[src/rtl/fifo_stat.sv]
// Parametrised synchronous FIFO with occupancy, threshold and sticky error status.
// Supports any depth >= 2 and either a registered or a first-word-fall-through read port.
module fifo_stat #(
    parameter int DataWidth         = 8,
    parameter int Depth             = 16,
    parameter int AlmostFullThresh  = Depth - 2,
    parameter int AlmostEmptyThresh = 2,
    parameter bit Fwft              = 1'b0
) (
    input  logic                         i_clk,
    input  logic                         i_rst_n,
    input  logic                         i_wr_en,
    input  logic [DataWidth-1:0]         i_wr_data,
    input  logic                         i_rd_en,
    input  logic                         i_clr,
    output logic [DataWidth-1:0]         o_rd_data,
    output logic                         o_rd_valid,
    output logic                         o_full,
    output logic                         o_empty,
    output logic                         o_almost_full,
    output logic                         o_almost_empty,
    output logic [$clog2(Depth+1)-1:0]   o_count,
    output logic                         o_overflow,
    output logic                         o_underflow
);

    localparam int CW = $clog2(Depth + 1);
    localparam int PW = $clog2(Depth);
    localparam logic [PW-1:0] LastPtr = PW'(Depth - 1);
    localparam logic [CW-1:0] FullCnt = CW'(Depth);

    logic [DataWidth-1:0] mem_q [Depth];
    logic [PW-1:0]        wr_ptr_q, wr_ptr_d;
    logic [PW-1:0]        rd_ptr_q, rd_ptr_d;
    logic [CW-1:0]        count_q, count_d;
    logic                 ovf_q, ovf_d;
    logic                 unf_q, unf_d;
    logic                 full, empty, rd_acc, wr_acc;

    assign full   = (count_q == FullCnt);
    assign empty  = (count_q == '0);
    assign rd_acc = !i_clr && i_rd_en && !empty;
    // A pop in the same cycle frees the slot a write into a full FIFO needs
    assign wr_acc = !i_clr && i_wr_en && (!full || rd_acc);

    always_comb begin
        wr_ptr_d = wr_ptr_q;
        rd_ptr_d = rd_ptr_q;
        count_d  = count_q;
        ovf_d    = ovf_q;
        unf_d    = unf_q;
        if (i_clr) begin
            wr_ptr_d = '0;
            rd_ptr_d = '0;
            count_d  = '0;
            ovf_d    = 1'b0;
            unf_d    = 1'b0;
        end else begin
            if (wr_acc) wr_ptr_d = (wr_ptr_q == LastPtr) ? '0 : wr_ptr_q + 1'b1;
            if (rd_acc) rd_ptr_d = (rd_ptr_q == LastPtr) ? '0 : rd_ptr_q + 1'b1;
            unique case ({wr_acc, rd_acc})
                2'b10:   count_d = count_q + 1'b1;
                2'b01:   count_d = count_q - 1'b1;
                default: count_d = count_q;
            endcase
            if (i_wr_en && full && !rd_acc) ovf_d = 1'b1;
            if (i_rd_en && empty)           unf_d = 1'b1;
        end
    end

    always_ff @(posedge i_clk or negedge i_rst_n) begin
        if (!i_rst_n) begin
            wr_ptr_q <= '0;
            rd_ptr_q <= '0;
            count_q  <= '0;
            ovf_q    <= 1'b0;
            unf_q    <= 1'b0;
        end else begin
            wr_ptr_q <= wr_ptr_d;
            rd_ptr_q <= rd_ptr_d;
            count_q  <= count_d;
            ovf_q    <= ovf_d;
            unf_q    <= unf_d;
        end
    end

    always_ff @(posedge i_clk) begin
        if (wr_acc) mem_q[wr_ptr_q] <= i_wr_data;
    end

    assign o_count        = count_q;
    assign o_full         = full;
    assign o_empty        = empty;
    assign o_almost_full  = int'(count_q) >= AlmostFullThresh;
    assign o_almost_empty = int'(count_q) <= AlmostEmptyThresh;
    assign o_overflow     = ovf_q;
    assign o_underflow    = unf_q;

    if (Fwft) begin : g_fwft
        // Head word is presented directly; zero while empty keeps reset output at 0
        assign o_rd_valid = !empty;
        assign o_rd_data  = empty ? '0 : mem_q[rd_ptr_q];
    end else begin : g_std
        logic [DataWidth-1:0] rd_data_q, rd_data_d;
        logic                 rd_valid_q, rd_valid_d;

        always_comb begin
            rd_data_d  = rd_data_q;
            rd_valid_d = rd_acc;
            if (rd_acc) rd_data_d = mem_q[rd_ptr_q];
        end

        always_ff @(posedge i_clk or negedge i_rst_n) begin
            if (!i_rst_n) begin
                rd_data_q  <= '0;
                rd_valid_q <= 1'b0;
            end else begin
                rd_data_q  <= rd_data_d;
                rd_valid_q <= rd_valid_d;
            end
        end

        assign o_rd_valid = rd_valid_q;
        assign o_rd_data  = rd_data_q;
    end

endmodule
[config.mk]
export PLATFORM = sky130hd
export DESIGN_NAME = fifo_stat
export DESIGN_NICKNAME = d
export VERILOG_FILES = /design/src/rtl/fifo_stat.sv
export SDC_FILE = /design/constraint.sdc
export NUM_CORES = 1
export LEC_CHECK = 0
export ABC_CLOCK_PERIOD_IN_PS = 3100
export BUFFER_PORTS_ARGS = -buffer_cell sky130_fd_sc_hd__buf_2
export CAP_MARGIN = 25
export CORE_AREA = 2 2 135 124
export DETAILED_ROUTE_END_ITERATION = 10
export DIE_AREA = 0 0 137 126
export PLACE_DENSITY_LB_ADDON = 0.3
export RECOVER_POWER = 100
export SLEW_MARGIN = 5
export SYNTH_ARGS = -nofsm -noshare
export SYNTH_HDL_FRONTEND = slang
export SYNTH_SLANG_ARGS = --single-unit
export TNS_END_PERCENT = 50
[constraint.sdc]
create_clock -name i_clk -period 3.1 [get_ports i_clk]
set_input_delay 0.62 -clock i_clk [delete_from_list [all_inputs] [get_ports i_clk]]
set_output_delay 0.62 -clock i_clk [all_outputs]
set_load 0.01 [all_outputs]
==> results of run 1 <==
-- synth_stat cells --
cell,number
buf_2,7
a22o_1,1
and2_1,1
inv_2,1
a21oi_1,6
nand3_1,2
nand4_1,1
fa_1,1
buf_6,2
a41oi_1,1
or3_1,1
buf_1,3
a21o_1,2
or3b_2,1
xnor2_1,2
nand2b_1,8
clkbuf_2,1
xor2_1,4
edfxtp_1,128
o21ai_0,2
clkbuf_1,3
o21ai_2,1
dfrtp_1,24
o21ai_1,4
inv_1,9
and3_1,1
mux4_2,32
nand2_1,23
ha_1,8
nor3_1,7
o221ai_1,8
mux2i_1,17
a31oi_1,2
o21ai_4,1
nor2_1,31
o21bai_4,1
or4_1,2
dlymetal6s2s_1,1
mux2_1,4
clkbuf_8,1
-- area by class of cell --
class | instances | area, um^2 | share of cell area
Clock buffer | 20 | 457 | 0.0630
Clock inverter | 12 | 149 | 0.0205
Inverter | 10 | 37.5 | 0.00518
Multi-Input combinational cell | 175 | 1660 | 0.229
Sequential cell | 152 | 4440 | 0.613
Tap cell | 207 | 259 | 0.0357
Timing Repair Buffer | 53 | 246 | 0.0340
-- sequential cells by signal, indices dropped and copies added, names as in the netlist --
name	count
mem_q	128
o_count	5
o_overflow	1
o_rd_data	8
o_rd_valid	1
o_underflow	1
rd_ptr_q	4
wr_ptr_q	4
-- per-stage QoR --
stage | instance area (um^2) | util | instances
after floorplan | 6270 | - | 355
after global placement | 6760 | 0.426 | 597
after global routing | 7250 | 0.457 | 629
after CTS | 7360 | 0.464 | 629
after detailed placement | 6760 | 0.426 | 597
final | 7250 | 0.457 | 629
-- power breakdown --
group / switching [uW] / internal, uW / total (uW) / leakage [uW]
Combinational: 514 / 416 / 930 / 0.000670
Clock: 793 / 1300 / 2100 / 0.000288
Sequential: 152 / 2330 / 2480 / 0.00147
-- per-layer routing --
metal,vias up,share of wire,GRT usage
met4,0,0.012,0.0540
met1,1716,0.45,0.219
li1,1492,-,-
met5,-,0,0
met2,91,0.48,0.241
met3,15,0.059,0.0523
-- worst max-delay path: stages (launching register included) --
cell and delay (ns):
dfrtp_1 0.49, nor3_1 0.23, nand2_1 0.13, nand2b_1 0.11, inv_1 0.14, nand2_1 0.14, inv_1 0.09, ha_1 0.32
nand2b_1 0.09, a21oi_1 0.12, or3b_2 0.48, a31oi_1 0.21, a21oi_1 0.09
-- kinds of logic after synthesis --
kind of cell             count (synthesis)  synth area share
adder cells (fa/ha/maj)                  9            0.0192
flip-flops                             152             0.709
multiplexers                            53             0.149
AND/OR/NAND/NOR                         78            0.0553
XOR/XNOR                                 6           0.00838
buffers and inverters                   28            0.0238
AO/OA/AOI/OAI                           29            0.0349
-- cells in the final DEF (no fill, tap or decap), drive strengths merged, types with 8 or more instances in the layout --
cell type and count:
edfxtp 128, clkbuf 65, mux4 32, nor2 31
dfrtp 24, nand2 23, mux2i 17, inv 11
nand2b 8, o221ai 8, ha 8, o21ai 8
buf 8
-- path summary, 6_finish.rpt --
path | startpoint | end | slack [ns] | cells past startpoint
worst min-delay path | o_rd_data[6]$_DFFE_PN0N_ | o_rd_data[6]$_DFFE_PN0N_ | 0.50 | 2
worst max-delay path | o_count[4]$_DFFE_PN0P_ | o_count[4]$_DFFE_PN0P_ | 0.35 | 12
max in group asynchronous | i_rst_n | o_rd_data[3]$_DFFE_PN0N_ | 1.69 | 1
min in group asynchronous | i_rst_n | o_count[0]$_DFFE_PN0P_ | 0.53 | 1
worst max register to register | o_count[4]$_DFFE_PN0P_ | o_count[4]$_DFFE_PN0P_ | 0.35 | 12
worst min register to register | o_rd_data[6]$_DFFE_PN0N_ | o_rd_data[6]$_DFFE_PN0N_ | 0.50 | 2
==> metrics, run 1 <==
vias in the first global route 3,434; Min Hold Slack roughly 0.5 ns; cts hold-fix bufs 0; First DRT Iteration DRCs 228; Max transition margin 0.0168; Starting Density 0.395; clk_skew 0.0120 ns; Setup Crit Path Kind flop to flop; # H-tree levels 4; detailed-route DRC error count 0; pre-CTS setup slack between 0.3 and 0.4 ns; layout cells sized above 1 0.173; GRT Total Usage 0.160; post-synth top area cell edfxtp_1; register area share after synthesis 0.709; synthesized area per cell ~18 um^2; Vias ~3.3k; Critical Path Sink Type flop; Crit Path Max Fanout 10; area of the die 17,300 um^2; Die H ~130 um; Mapped Cells 355; setup violators final 0; post-synthesis register bit count 152; TritonCTS Buffers 17; Setup Buffers After CTS 0; IO Count 33; Worst VDD drop 0.401 mV; final RePlAce weighted congestion 0.778; outcome complete, no violations; Final min period 2.75 ns; unrepaired setup endpoints after global routing no; fill cell count 1,396; f_max 364 MHz; CP required 3.41 ns; num rows 44; CTS Sinks 152; post-CTS sizing 0; post-synthesis cell area 6270 um^2; Post-Route WL 12.6 mm; Hold Fails Final Rpt 0; ANT nets after route 0; max-slew violations 0; CTS tree done; clock tree root buffer cell clkbuf_16; Leak 0.00243 uW; Worst Setup Start Kind flop; GR Overflow Total 0; final worst path period share 0.886; maxcap violations 0; post-route setup TNS 0 ns; average wire per standard cell 20.0 um; Hold WC Path Type flop to flop; PwrDens 759 nW/um^2; HPWL Detailed 7.78 mm; drt pass-1 iters 4; Layout Nets 431; IO Port Bufs 32; Synth Warn # 0; core area 15,900 um^2; ant diodes 0; Layout area overhead 15.7%; Worst-path clk slew about 0.06 ns; Netlist cell types 40; total power 5510 uW; worst-margin pin slew roughly 1.5 ns; final setup margin 0.354 ns; DR vias/cell between 5 and 6; initial antenna violation count 0; Longest Clk Path Bufs 2; first-pass GRT wire length about 20 mm; largest net degree at the start of global routing 27; Post-Syn Nets 377; Synth top area share 0.613; clk_lat worst skew approximately 0.43 ns; Worst Path Arrival 3.05 ns; Synth area leaders edfxtp_1 (61%), mux4_2 (11%), dfrtp_1 (9.6%); Die Wd 137 um
Power figures use the tool's default switching activity.
==> run 2, diff against run 1 <==
CTS_BUF_LIST = sky130_fd_sc_hd__clkbuf_4 sky130_fd_sc_hd__clkbuf_8   (was unset)
CTS_CLUSTER_DIAMETER = 80   (was unset)
RECOVER_POWER = unset   (was 100)
==> run 2 against run 1 <==
Effect of this change: via count shrank 1.6%; combinational power up 5.3%; worst setup slack improved by 0.087 ns; wire length down 1.4%; largest cell class unchanged.
==> metrics, run 2 (synthesis gave the netlist of run 1 again) <==
Worst-path clk slew 0.08 ns; worst-path cell chain nor3_1, nand2_1, nand2b_1, inv_2, nand2_1, inv_1, ha_1, nand2b_1, a21oi_1, or3b_2, a31oi_1, a21oi_1; Crit Path Max Fanout 10; drt pass-1 iters 4; CP required 3.42 ns; IO Port Bufs 32; ANT nets after route 0; # H-tree levels 4; outcome complete, no violations; first-pass GRT wire length a little under 20 mm; worst r2r dst o_count[4]$_DFFE_PN0P_; HPWL Detailed slightly below 8 mm; cts hold-fix bufs 0; vias in the first global route 3,361; worst-margin pin slew 0.603 ns; placed cells 597; Setup Crit Path Kind flop to flop; Starting Density 0.395; IO Count 33; clk_lat worst skew 0.44 ns; cell family with most CP delay simple AND/OR/NAND/NOR gates; unrepaired setup endpoints after global routing no; CP Buf/Inv Count 2; Worst R2R Setup Slack 0.44 ns; Die Wd 137 um; Vias 3,261; Worst Setup Start Kind flop; Biggest register mem_q; Critical Path Sink Type flop; CTS Sinks 152; CP peak stage delay ~0.49 ns; clock tree root buffer cell clkbuf_8; f_max 376 MHz; Layout area overhead 14.5%; Layout Utilization 0.453; post-CTS sizing 0; Slowest-stage cell, CP dfrtp_1; First DRT Iteration DRCs between 150 and 200; post-route setup TNS 0 ns; TritonCTS Buffers 17; GR Overflow Total 0; DR vias/cell 5.18; core area 15,900 um^2; Hold Fails Final Rpt 0; PwrDens 698 nW/um^2; area of the die ~17,000 um^2; num rows 44; total power 5010 uW; average wire per standard cell 19.7 um; Die H 126 um; Setup Buffers After CTS 0; Longest Clk Path Bufs 2; commonest non-fill, non-tap cell in the layout edfxtp_1; Layout Nets between 400 and 500; max reg flops 128; final RePlAce weighted congestion 0.778; Post-Route WL 12.4 mm; Finished Layout Cells 629; CTS tree done; Final min period roughly 2.7 ns; largest net degree at the start of global routing 27; detailed-route DRC error count 0; maxcap violations 0; reg2reg start o_count[4]$_DFFE_PN0P_; CP startpoint o_count[4]$_DFFE_PN0P_; Max transition margin 0.598; Leak 0.00251 uW; R2R cell count 12; final worst path period share 0.858; Worst VDD drop 0.295 mV; setup violators final 0; GRT Total Usage 0.157; Worst Path Arrival between 2 and 3 ns; clk_skew 0.00857 ns; layout cells sized above 1 0.291; ant diodes 0; max-slew violations 0; Hold WC Path Type primary input to asynchronous set/reset pin; initial antenna violation count 0; commonest cells after routing, fill and taps aside edfxtp_1 (128), mux4_2 (32), buf_2 (32)
==> run 2: metrics by stage <==
step                area [um^2]  hold slack (ns)  setup WS (ns)
floorplan                  6270            0.324          0.436
global placement           6760            0.479          0.470
detailed placement         6760            0.484          0.374
global route               7180            0.207          0.213
finish                     7180            0.181          0.441
CTS                        7180            0.171          0.473
==> run 2: how the worst max path moves through the flow <==
stage | to | slack (ns) | cells after the start
5_1_grt | o_count[4]$_DFFE_PN0P_ | 0.21 | 12
3_5_place_dp | o_count[4]$_DFFE_PN0P_ | 0.37 | 12
3_3_place_gp | o_count[4]$_DFFE_PN0P_ | 0.47 | 12
2_1_floorplan | o_count[4]$_DFFE_PN0P_ | 0.44 | 13
4_1_cts | o_count[4]$_DFFE_PN0P_ | 0.47 | 12
6_report | o_count[4]$_DFFE_PN0P_ | 0.44 | 12
==> run 2: worst register-to-register path: stages (launching register included) <==
cell and delay (ns):
dfrtp_1 0.49, nor3_1 0.23, nand2_1 0.12, nand2b_1 0.12
inv_2 0.09, nand2_1 0.11, inv_1 0.08, ha_1 0.32
nand2b_1 0.09, a21oi_1 0.12, or3b_2 0.47, a31oi_1 0.20
a21oi_1 0.09
==> run 2: final cells by class <==
type,count,area [um^2]
inverters,10,37.5
well taps,207,259
clock inverters,12,149
fillers,1399,8680
flip-flops and latches,152,4450
repair buffers,53,343
multi-input cells,175,1670
clock buffers,20,269
==> run 2: layer usage <==
layer | global-route usage | routed length (um)
met4 | 0.0552 | 106
met1 | 0.223 | 5760
met3 | 0.0382 | 539
met2 | 0.236 | 5970
met5 | 0 | 0
==> run 2: power breakdown <==
| part | internal, uW | leakage, uW | switching [uW] |
|---|---|---|---|
| clock | 844 | 0.000204 | 715 |
| combinational | 456 | 0.000835 | 523 |
| sequential | 2330 | 0.00147 | 148 |
| total | 3620 | 0.00251 | 1390 |
==> run 3, diff against run 2 <==
CORE_AREA = 2 2 129 131   (was 2 2 135 124)
DIE_AREA = 0 0 131 133   (was 0 0 137 126)
==> run 3 against run 2 <==
Effect of this change: first-iteration DRC count down 19%; final cell count up 2.2%; wire length about the same; sequential cell count unchanged; sequential share of layout area up 0.51 points; non-clock buffer count up 2; sequential power about the same; power down 4.7%.
==> metrics, run 3 (synthesis gave the netlist of run 1 again) <==
largest net degree at the start of global routing 26; Critical Path Sink Type flop; drt pass-1 iters 6; clk_skew about 0.014 ns; Sw Share 0.288; Worst Setup Start Kind flop; GRT Total Usage 0.154; final setup margin just over 0.5 ns; CP required 3.42 ns; commonest non-fill, non-tap cell in the layout edfxtp_1; Worst R2R Setup Slack 0.51 ns; cell area after placement 6780 um^2; Die Wd 131 um; Min Hold Slack 0.176 ns; final worst path period share 0.835; ANT nets after route 0; num rows 47; DR vias/cell 5.07; Die H 133 um; reg2reg start o_count[4]$_DFFE_PN0P_; commonest cells after routing, fill and taps aside edfxtp_1 (128), mux4_2 (32), buf_2 (32); Starting Density 0.388; # H-tree levels 4; Combinational Power Share 0.205; clock tree root buffer cell clkbuf_8; unrepaired setup endpoints after global routing no; clock power share 0.278; CTS Sinks 152; clk_lat worst skew 0.45 ns; Setup Crit Path Kind flop to flop; maxcap violations 0; cts hold-fix bufs 0; R2R cell count 12; detailed-route DRC error count 0; Leak around 0.0025 uW; Setup Buffers After CTS 0; Finished Layout Cells 643; Layout area overhead 13.6%; IO Count 33; worst-margin pin slew 0.683 ns; Layout Nets 433; CTS tree done; vias in the first global route about 3.4k; Final min period 2.59 ns; Longest Clk Path Bufs 2; Crit Path Max Fanout 10; worst-path cell chain nor3_1, nand2_1, nand2b_1, inv_2, nand2_1, inv_1, ha_1, nand2b_1, a21oi_1, or3b_2, a31oi_1, a21oi_1; GR Overflow Total 0; CP peak stage delay between 0.4 and 0.5 ns; pre-CTS setup slack 0.419 ns; IO Port Bufs 32; max reg flops 128; average wire per standard cell 19.2 um; TritonCTS Buffers 17; Hold Fails Final Rpt 0; Worst VDD drop 0.360 mV; cell family with most CP delay simple AND/OR/NAND/NOR gates; first-pass GRT wire length 18.9 mm; First DRT Iteration DRCs 157; final RePlAce weighted congestion 0.808; Worst-path clk slew 0.08 ns; Max transition margin 0.545; CP Buf/Inv Count 2; f_max 386 MHz; max-slew violations 0; area of the die 17,400 um^2; Slowest-stage cell, CP dfrtp_1; post-CTS sizing 0; PwrDens 671 nW/um^2; post-route setup TNS 0 ns; initial antenna violation count 0; Biggest register mem_q; Worst Path Arrival approximately 2.9 ns; placed cells around 610; core area 16,200 um^2; Hold WC Path Type primary input to asynchronous set/reset pin; sequential power share 0.517; outcome complete, no violations; setup violators final 0; layout cells sized above 1 0.281; Post-Route WL approximately 12 mm; HPWL Detailed between 7 and 8 mm; Sw Pwr 1380 uW; Vias 3,263; worst r2r dst o_count[4]$_DFFE_PN0P_; ant diodes 0; Internal Power between 3000 and 4000 uW; fin area 7120 um^2
-- run 3: changes by cell type in the layout (fill, tap and decap cells not counted), sizes merged --
| cell | previous run | this run |
|---|---|---|
| clkinv | 4 | 9 |
| clkbuf | 20 | 17 |
| bufinv | 3 | 1 |
| inv | 11 | 13 |
| buf | 53 | 55 |
| clkinvlp | 4 | 1 |
-- run 3: power by group through the flow --
stage / clock, uW / sequential (uW) / combinational [uW]
final: 1330 / 2470 / 977
after global routing: 1450 / 2490 / 1090
after CTS: 1370 / 2470 / 996
after detailed placement: 0 / 2510 / 993
after global placement: 0 / 2510 / 972
after floorplan: 0 / 2480 / 706
-- run 3: per-stage QoR --
stage,utilization,total power (uW)
after floorplan,-,3180
after global placement,0.419,3480
after detailed placement,0.419,3510
after CTS,0.440,4840
after global routing,0.440,5030
final,0.440,4780
-- run 3: final cells by class --
type / instances / area, um^2
tap: 220 / 275
clock inverter: 14 / 106
sequential: 152 / 4450
multi-input combinational: 175 / 1670
clock buffer: 17 / 234
fill: 1421 / 9050
inverter: 10 / 37.5
timing repair buffer: 55 / 345
-- run 3: worst max path at each step --
stage                           start                     end  cells past startpoint
2_1_floorplan                   i_clr  o_count[4]$_DFFE_PN0P_                     13
3_3_place_gp                    i_clr  o_count[4]$_DFFE_PN0P_                     12
3_5_place_dp                    i_clr  o_count[4]$_DFFE_PN0P_                     12
4_1_cts        o_count[4]$_DFFE_PN0P_  o_count[4]$_DFFE_PN0P_                     12
5_1_grt        o_count[4]$_DFFE_PN0P_  o_count[4]$_DFFE_PN0P_                     12
6_report       o_count[4]$_DFFE_PN0P_  o_count[4]$_DFFE_PN0P_                     12
-- run 3: layer usage --
metal	wire, um	GRT usage	up-vias
li1	-	-	1492
met1	5550	0.203	1668
met2	6070	0.245	89
met3	592	0.0469	14
met4	165	0.0473	0
met5	0	0	-
-- run 3: worst reg2reg max path: stages, from the launching register on --
cell      delay [ns]
dfrtp_1         0.48
nor3_1          0.22
nand2_1         0.12
nand2b_1        0.12
inv_2           0.09
nand2_1         0.12
inv_1           0.08
ha_1            0.33
nand2b_1        0.09
a21oi_1         0.12
or3b_2          0.46
a31oi_1         0.17
a21oi_1         0.08
